### config.mk
export PLATFORM = sky130hd
export DESIGN_NAME = clcd_ctrl
export DESIGN_NICKNAME = d
export VERILOG_FILES = /design/src/rtl/clcd_ctrl.sv
export SDC_FILE = /design/constraint.sdc
export NUM_CORES = 1
export LEC_CHECK = 0
export CAP_MARGIN = 5
export CORE_ASPECT_RATIO = 1.2
export CORE_MARGIN = 2
export CORE_UTILIZATION = 60
export CTS_CLUSTER_DIAMETER = 40
export DETAILED_ROUTE_END_ITERATION = 8
export GPL_ROUTABILITY_DRIVEN = 0
export HOLD_SLACK_MARGIN = 0.06
export PLACE_DENSITY = 0.84
export SYNTH_ARGS = -nofsm -noshare
export SYNTH_HDL_FRONTEND = slang
export SYNTH_SLANG_ARGS = --single-unit
### constraint.sdc
create_clock -name clk -period 6.9 [get_ports clk]
set_clock_uncertainty 0.2 [all_clocks]
set_input_delay 1.38 -clock clk [delete_from_list [all_inputs] [get_ports clk]]
set_output_delay 1.38 -clock clk [all_outputs]
set_load 0.1 [all_outputs]
### src/rtl/clcd_ctrl.sv
// HD44780 16x2 character LCD sequencer: power-up wait, fixed init sequence, then
// single-byte host writes with generated E strobe and per-command execution waits.
module clcd_ctrl #(
  parameter int unsigned E_PULSE_CYC    = 25,
  parameter int unsigned CMD_WAIT_CYC   = 2000,
  parameter int unsigned CLR_WAIT_CYC   = 82000,
  parameter int unsigned PWRUP_WAIT_CYC = 750000
) (
  input  logic       clk,
  input  logic       nRESET,
  input  logic       req,
  input  logic       req_rs,
  input  logic [7:0] req_data,
  output logic       busy,
  output logic       done,
  output logic       init_done,
  output logic       CLCD_RS,
  output logic       CLCD_RW,
  output logic       CLCD_E,
  output logic [7:0] CLCD_DQ
);

  typedef enum logic [2:0] {
    StPwrup, StLoad, StSetup, StEhigh, StHold, StWait, StDone, StIdle
  } state_e;

  localparam logic [19:0] EPulseLd = 20'(E_PULSE_CYC - 1);
  localparam logic [19:0] CmdLd    = 20'(CMD_WAIT_CYC - 1);
  localparam logic [19:0] ClrLd    = 20'(CLR_WAIT_CYC - 1);
  localparam logic [19:0] PwrupLd  = 20'(PWRUP_WAIT_CYC - 1);
  localparam logic [2:0]  LastIdx  = 3'd4;

  function automatic logic [7:0] init_rom(input logic [2:0] idx);
    logic [7:0] val;
    case (idx)
      3'd0:    val = 8'h38;
      3'd1:    val = 8'h38;
      3'd2:    val = 8'h0C;
      3'd3:    val = 8'h01;
      3'd4:    val = 8'h06;
      default: val = 8'h00;
    endcase
    return val;
  endfunction

  state_e      state_q, state_d;
  logic [19:0] cnt_q, cnt_d;
  logic [2:0]  idx_q, idx_d;
  logic        rs_q, rs_d;
  logic [7:0]  dq_q, dq_d;
  logic        e_q, e_d;
  logic        busy_q, busy_d;
  logic        done_q, done_d;
  logic        init_done_q, init_done_d;
  logic        cnt_zero;
  logic        long_wait;

  assign cnt_zero  = (cnt_q == 20'd0);
  // Clear (0x01) and return-home (0x02/0x03) need the long execution wait.
  assign long_wait = !rs_q && (dq_q[7:1] <= 7'd1);

  // During init, LOAD already presents RS/DQ one cycle ahead and WAIT follows HOLD
  // with the bus unchanged, so SETUP and HOLD each take a single cycle there.
  always_comb begin
    state_d     = state_q;
    cnt_d       = cnt_zero ? 20'd0 : cnt_q - 20'd1;
    idx_d       = idx_q;
    rs_d        = rs_q;
    dq_d        = dq_q;
    e_d         = e_q;
    busy_d      = busy_q;
    done_d      = 1'b0;
    init_done_d = init_done_q;
    unique case (state_q)
      StPwrup: begin
        if (cnt_zero) begin
          state_d = StLoad;
          idx_d   = 3'd0;
          rs_d    = 1'b0;
          dq_d    = init_rom(3'd0);
        end
      end
      StLoad: begin
        state_d = StSetup;
        cnt_d   = 20'd0;
      end
      StSetup: begin
        if (cnt_zero) begin
          state_d = StEhigh;
          e_d     = 1'b1;
          cnt_d   = EPulseLd;
        end
      end
      StEhigh: begin
        if (cnt_zero) begin
          state_d = StHold;
          e_d     = 1'b0;
          cnt_d   = init_done_q ? 20'd1 : 20'd0;
        end
      end
      StHold: begin
        if (cnt_zero) begin
          state_d = StWait;
          cnt_d   = long_wait ? ClrLd : CmdLd;
        end
      end
      StWait: begin
        if (cnt_zero) begin
          if (init_done_q) begin
            state_d = StDone;
            done_d  = 1'b1;
          end else if (idx_q == LastIdx) begin
            state_d     = StIdle;
            init_done_d = 1'b1;
            busy_d      = 1'b0;
          end else begin
            state_d = StLoad;
            idx_d   = idx_q + 3'd1;
            rs_d    = 1'b0;
            dq_d    = init_rom(idx_q + 3'd1);
          end
        end
      end
      StDone: begin
        state_d = StIdle;
        busy_d  = 1'b0;
      end
      StIdle: begin
        if (req) begin
          state_d = StSetup;
          rs_d    = req_rs;
          dq_d    = req_data;
          busy_d  = 1'b1;
          cnt_d   = 20'd1;
        end
      end
      default: state_d = StPwrup;
    endcase
  end

  always_ff @(posedge clk or negedge nRESET) begin
    if (!nRESET) begin
      state_q     <= StPwrup;
      cnt_q       <= PwrupLd;
      idx_q       <= 3'd0;
      rs_q        <= 1'b0;
      dq_q        <= 8'h00;
      e_q         <= 1'b0;
      busy_q      <= 1'b1;
      done_q      <= 1'b0;
      init_done_q <= 1'b0;
    end else begin
      state_q     <= state_d;
      cnt_q       <= cnt_d;
      idx_q       <= idx_d;
      rs_q        <= rs_d;
      dq_q        <= dq_d;
      e_q         <= e_d;
      busy_q      <= busy_d;
      done_q      <= done_d;
      init_done_q <= init_done_d;
    end
  end

  assign busy      = busy_q;
  assign done      = done_q;
  assign init_done = init_done_q;
  assign CLCD_RS   = rs_q;
  assign CLCD_RW   = 1'b0;
  assign CLCD_E    = e_q;
  assign CLCD_DQ   = dq_q;

endmodule

# Yosys cells after proc, flatten, opt, wreduce, memory -nomap -nowiden
# Index checks and enable logic that the tools add are counted.
# W data, S select, Z words.
# op_classes
muxes	47
add_sub_neg	2
magnitude_cmp	1
n_reduce_logical	16
n_eq_ne	21
# ops
cell	count
$mux W20	5
$pmux W20 S5	1
$mux W8	5
$mux W3	12
$pmux W3 S8	1
$pmux W6 S4	1
$pmux W8 S3	1
$logic_not A20 Y1	1
$sub A20 B1 Y20 const B	1
$eq A3 B3 Y1 const B	6
$ne A2 B2 Y1 const B	9
$mux W17	1
$mux W1	16
$eq A3 B2 Y1 const B	4
$reduce_and A6 Y1	2
$reduce_and A5 Y1	2
$le A7 B1 Y1 const B	1
$eq A3 B1 Y1 const B	2
$logic_not A3 Y1	2
$pmux W1 S3	2
$pmux W3 S2	1
$reduce_bool A3 Y1	2
$reduce_bool A2 Y1	2
$add A3 B1 Y3 const B	1
6 further kinds	6
# word_totals
wordCells	96
out_inout_bits	14
inputBits	12
regBits	39

# Longest topological paths before layout
# depth
word_depth	8
ltp_mapped	8
ltp_nobuf	7

# Least setup slack after synthesis
# OpenSTA, ideal clock, no wires.
# synth_timing
path_type	input to register
startpoint	in req
endpoint	reg dq_q[3] (netlist: CLCD_DQ[3])
slack_ps	4171
arrival_time_ps	2446
n_path_buf	2
required_time_ps	6617
setup_time_ps	83
stages	6
cell_sequence	and4_1 clkbuf_1 a41oi_1 clkbuf_1 o21ai_0 o21ai_0
# synth_via
elab_chain_len	2
# synth_rtl
item	line	rtl
start, declared	11	input logic req,
$ne A2 B2 Y1 (no source line)	--	
$reduce_and A6 Y1 (no source line)	--	
end signal, assigned	157	dq_q <= dq_d;
end, declared	50	logic [7:0] dq_q, dq_d;
# Every way passes these cells.
# A chain may end at the register's enable or synchronous reset.

# Final worst setup path
# layout_timing
startpoint	reg busy_q (netlist: busy)
endpoint	out busy
# layout_rtl
item	line	rtl
start, declared	52	logic busy_q, busy_d;
start signal, assigned	159	busy_q <= busy_d;
end, declared	14	output logic busy,
# No word-level cell between the ends.

==> summary.txt <==
status: complete, no violations
syn_nets: 258
initial antenna violation count: 0
Initial Utilization: 0.628
Max-slew headroom: 0.346
CTS tree: done
Die X: 60.5 µm
clk_lat worst skew: 290 ps
Flop pwr share: 0.519
maxcap violations: 0
vias per cell: 6.02
number of antenna repair diodes: 0
Port Buf Inserts: 24
first drt pass iteration count: 4
Worst EP required: 5320 ps
worst vdd ir: 155 µV
Core ar.: 0.00366 mm²
PostCTS Resize Cnt: 0
grt ovf: 0
P per Cell Area: 166 mW/mm²
hold buffer count at CTS: 0
Max Transition Viols Final: 0
unrepaired setup endpoints after global routing: false
setup tns final: 0 ps
Post-synth EDFFs: 0
period utilization: 0.513
YS warnings: 0
vias in the first global route: 1849
critical path type: register to output pin
Max Clk Rate: 283 MHz
Syn Inst Count: 239
Least-Margin Pin Slew: 980 ps
largest net degree at the start of global routing: 40
Initial DRC Count: 125
synth-to-layout area growth: 15.5%
PnR Total Power: 0.441 mW
Non-Filler Instances: 310
Post-Syn Area: 0.00230 mm²
Slowest cell on crit path: clkdlybuf4s50_1
placed cells: 302
CP Data Arrival Time: 1960 ps
Routed WL: 5.06 mm
crit-path leading delay family: buffers and inverters
Final Util: 0.726
commonest non-fill, non-tap cell in the layout: nor2_1
CP Buf/Inv Count: 1
critical path launch point type: register
async set or reset register ratio after synthesis: 1.00
Layout Nets: 276
Synth cell types: 57
syn avg cell area: 9.63 µm²
CTS Buf Count: 5
clock network fraction of total power: 0.452
Synth Register Bits: 39
max incr delay on CP: 1120 ps
die span in y: 71.9 µm
global-route wire length before repair: 8.71 mm
predominant post-synthesis flop cell: dfrtp_1
Max H-tree Level: 2
Seq/Total Area, Yosys: 0.432
CP Cell Sequence: clkdlybuf4s50_1
clock slew at reported path FFs: 80 ps
post-DP HPWL: 3.56 mm
Residual DRC: 0
worst hold path class: register to register
min cycle time layout: 3540 ps
fillers: 270
# IOs: 26
CTS Buffer Depth: 2
layout cells sized above 1: 0.140
clk root buf: clkbuf_8
switching share of power: 0.203
DR vias: 1866
# Post-CTS Setup Buffers: 0
commonest non-fill, non-tap cells in the layout: nor2_1 (26), dfrtp_1 (25), clkdlybuf4s50_1 (23)
Static Leak: 1.09 nW
NetSw: 0.0896 mW
Pint: 0.351 mW
# clock sinks: 39
Site Rows: 24
Hold Fails Final Rpt: 0
Die ar.: 0.00435 mm²
Fin Hold WS: 302 ps
worst-path maximum fanout: 3
Final ANT Viol Nets: 0
Setup crit end kind: output pin
final setup fails: 0
DR WL/cell: 16.3 µm
Tot GR Track Use: 0.267
Combinational Power Share: 0.029
[per-stage QoR]
step / setup slack [ps] / instance area, µm²
after floorplan: 4170 / 2300
after global placement: 3380 / 2540
after detailed placement: 3330 / 2540
after CTS: 3360 / 2660
after global routing: 3330 / 2660
final: 3360 / 2660
[logic make-up (layout without fill, tap and decap cells)]
group | count (synthesis) | count (layout) | synth area share
AND/OR/NAND/NOR | 97 | 97 | 0.245
AO/OA/AOI/OAI | 56 | 56 | 0.174
flip-flops | 39 | 39 | 0.432
buffers and inverters | 21 | 40 | 0.0391
XOR/XNOR | 16 | 16 | 0.0609
adder cells (fa/ha/maj) | 7 | 7 | 0.0380
multiplexers | 2 | 2 | 0.00924
other | 1 | 1 | 0.00163
[registers in the layout (all words and copies together), names as in the netlist]
signal and cells:
idx_q 3, CLCD_RS 1, init_done 1, CLCD_DQ 8, CLCD_E 1, cnt_q 20
busy 1, done 1, state_q 3
[synth_stat cells, drive strengths merged, types with 5 or more instances]
library cell / instances / area (µm²)
xor2: 7 / 61.3
nor4: 10 / 81.3
a21oi: 14 / 70.1
ha: 7 / 87.6
buf: 6 / 33.8
dfstp: 14 / 368
nand3: 5 / 25.0
nand2: 18 / 67.6
o21ai: 13 / 65.1
nor3: 12 / 82.6
inv: 8 / 30.0
nor2: 26 / 97.6
dfrtp: 25 / 626
clkbuf: 7 / 26.3
xnor2: 9 / 78.8
[power by group through the flow]
| stage | logic, mW | clock network [mW] | registers (mW) |
|---|---|---|---|
| after floorplan | 0.00282 | 0 | 0.233 |
| after global placement | 0.0130 | 0 | 0.233 |
| after detailed placement | 0.0131 | 0 | 0.233 |
| after CTS | 0.0132 | 0.200 | 0.229 |
| after global routing | 0.0142 | 0.210 | 0.229 |
| final | 0.0127 | 0.199 | 0.229 |
[path summary, 6_finish.rpt]
check | cells past startpoint | start | slack, ps | end
max in group asynchronous | 1 | nRESET | 4960 | idx_q[2]
worst max register to register | 6 | cnt_q[0] | 4020 | cnt_q[9]
worst min-delay path | 2 | cnt_q[8] | 300 | cnt_q[8]
worst min register to register | 2 | cnt_q[8] | 300 | cnt_q[8]
worst max-delay path | 1 | busy | 3360 | busy
min in group asynchronous | 1 | nRESET | 980 | cnt_q[6]
[per-layer routing]
metal / track usage / part of all wire / vias up
li1: - / - / 911
met1: 0.356 / 0.44 / 909
met2: 0.429 / 0.51 / 38
met3: 0.0433 / 0.033 / 8
met4: 0.111 / 0.019 / 0
met5: 0 / 0 / -
[worst min-delay path: cells and delay by family, from the launching register on]
kind	cells	cell delay, ps
AOI/OAI and AO/OA	1	60
and+or+nand+nor	1	50
DFF	1	390
[area by class of cell]
type,instances,area (µm²),area share
Sequential cell,39,993,0.373
Multi-Input combinational cell,179,1220,0.458
Clock buffer,6,82.6,0.0310
Inverter,8,30.0,0.0113
Clock inverter,2,35.0,0.0132
Timing Repair Buffer,24,235,0.0884
Tap cell,52,65.1,0.0245
No activity file was read; power rests on OpenSTA's default activity.
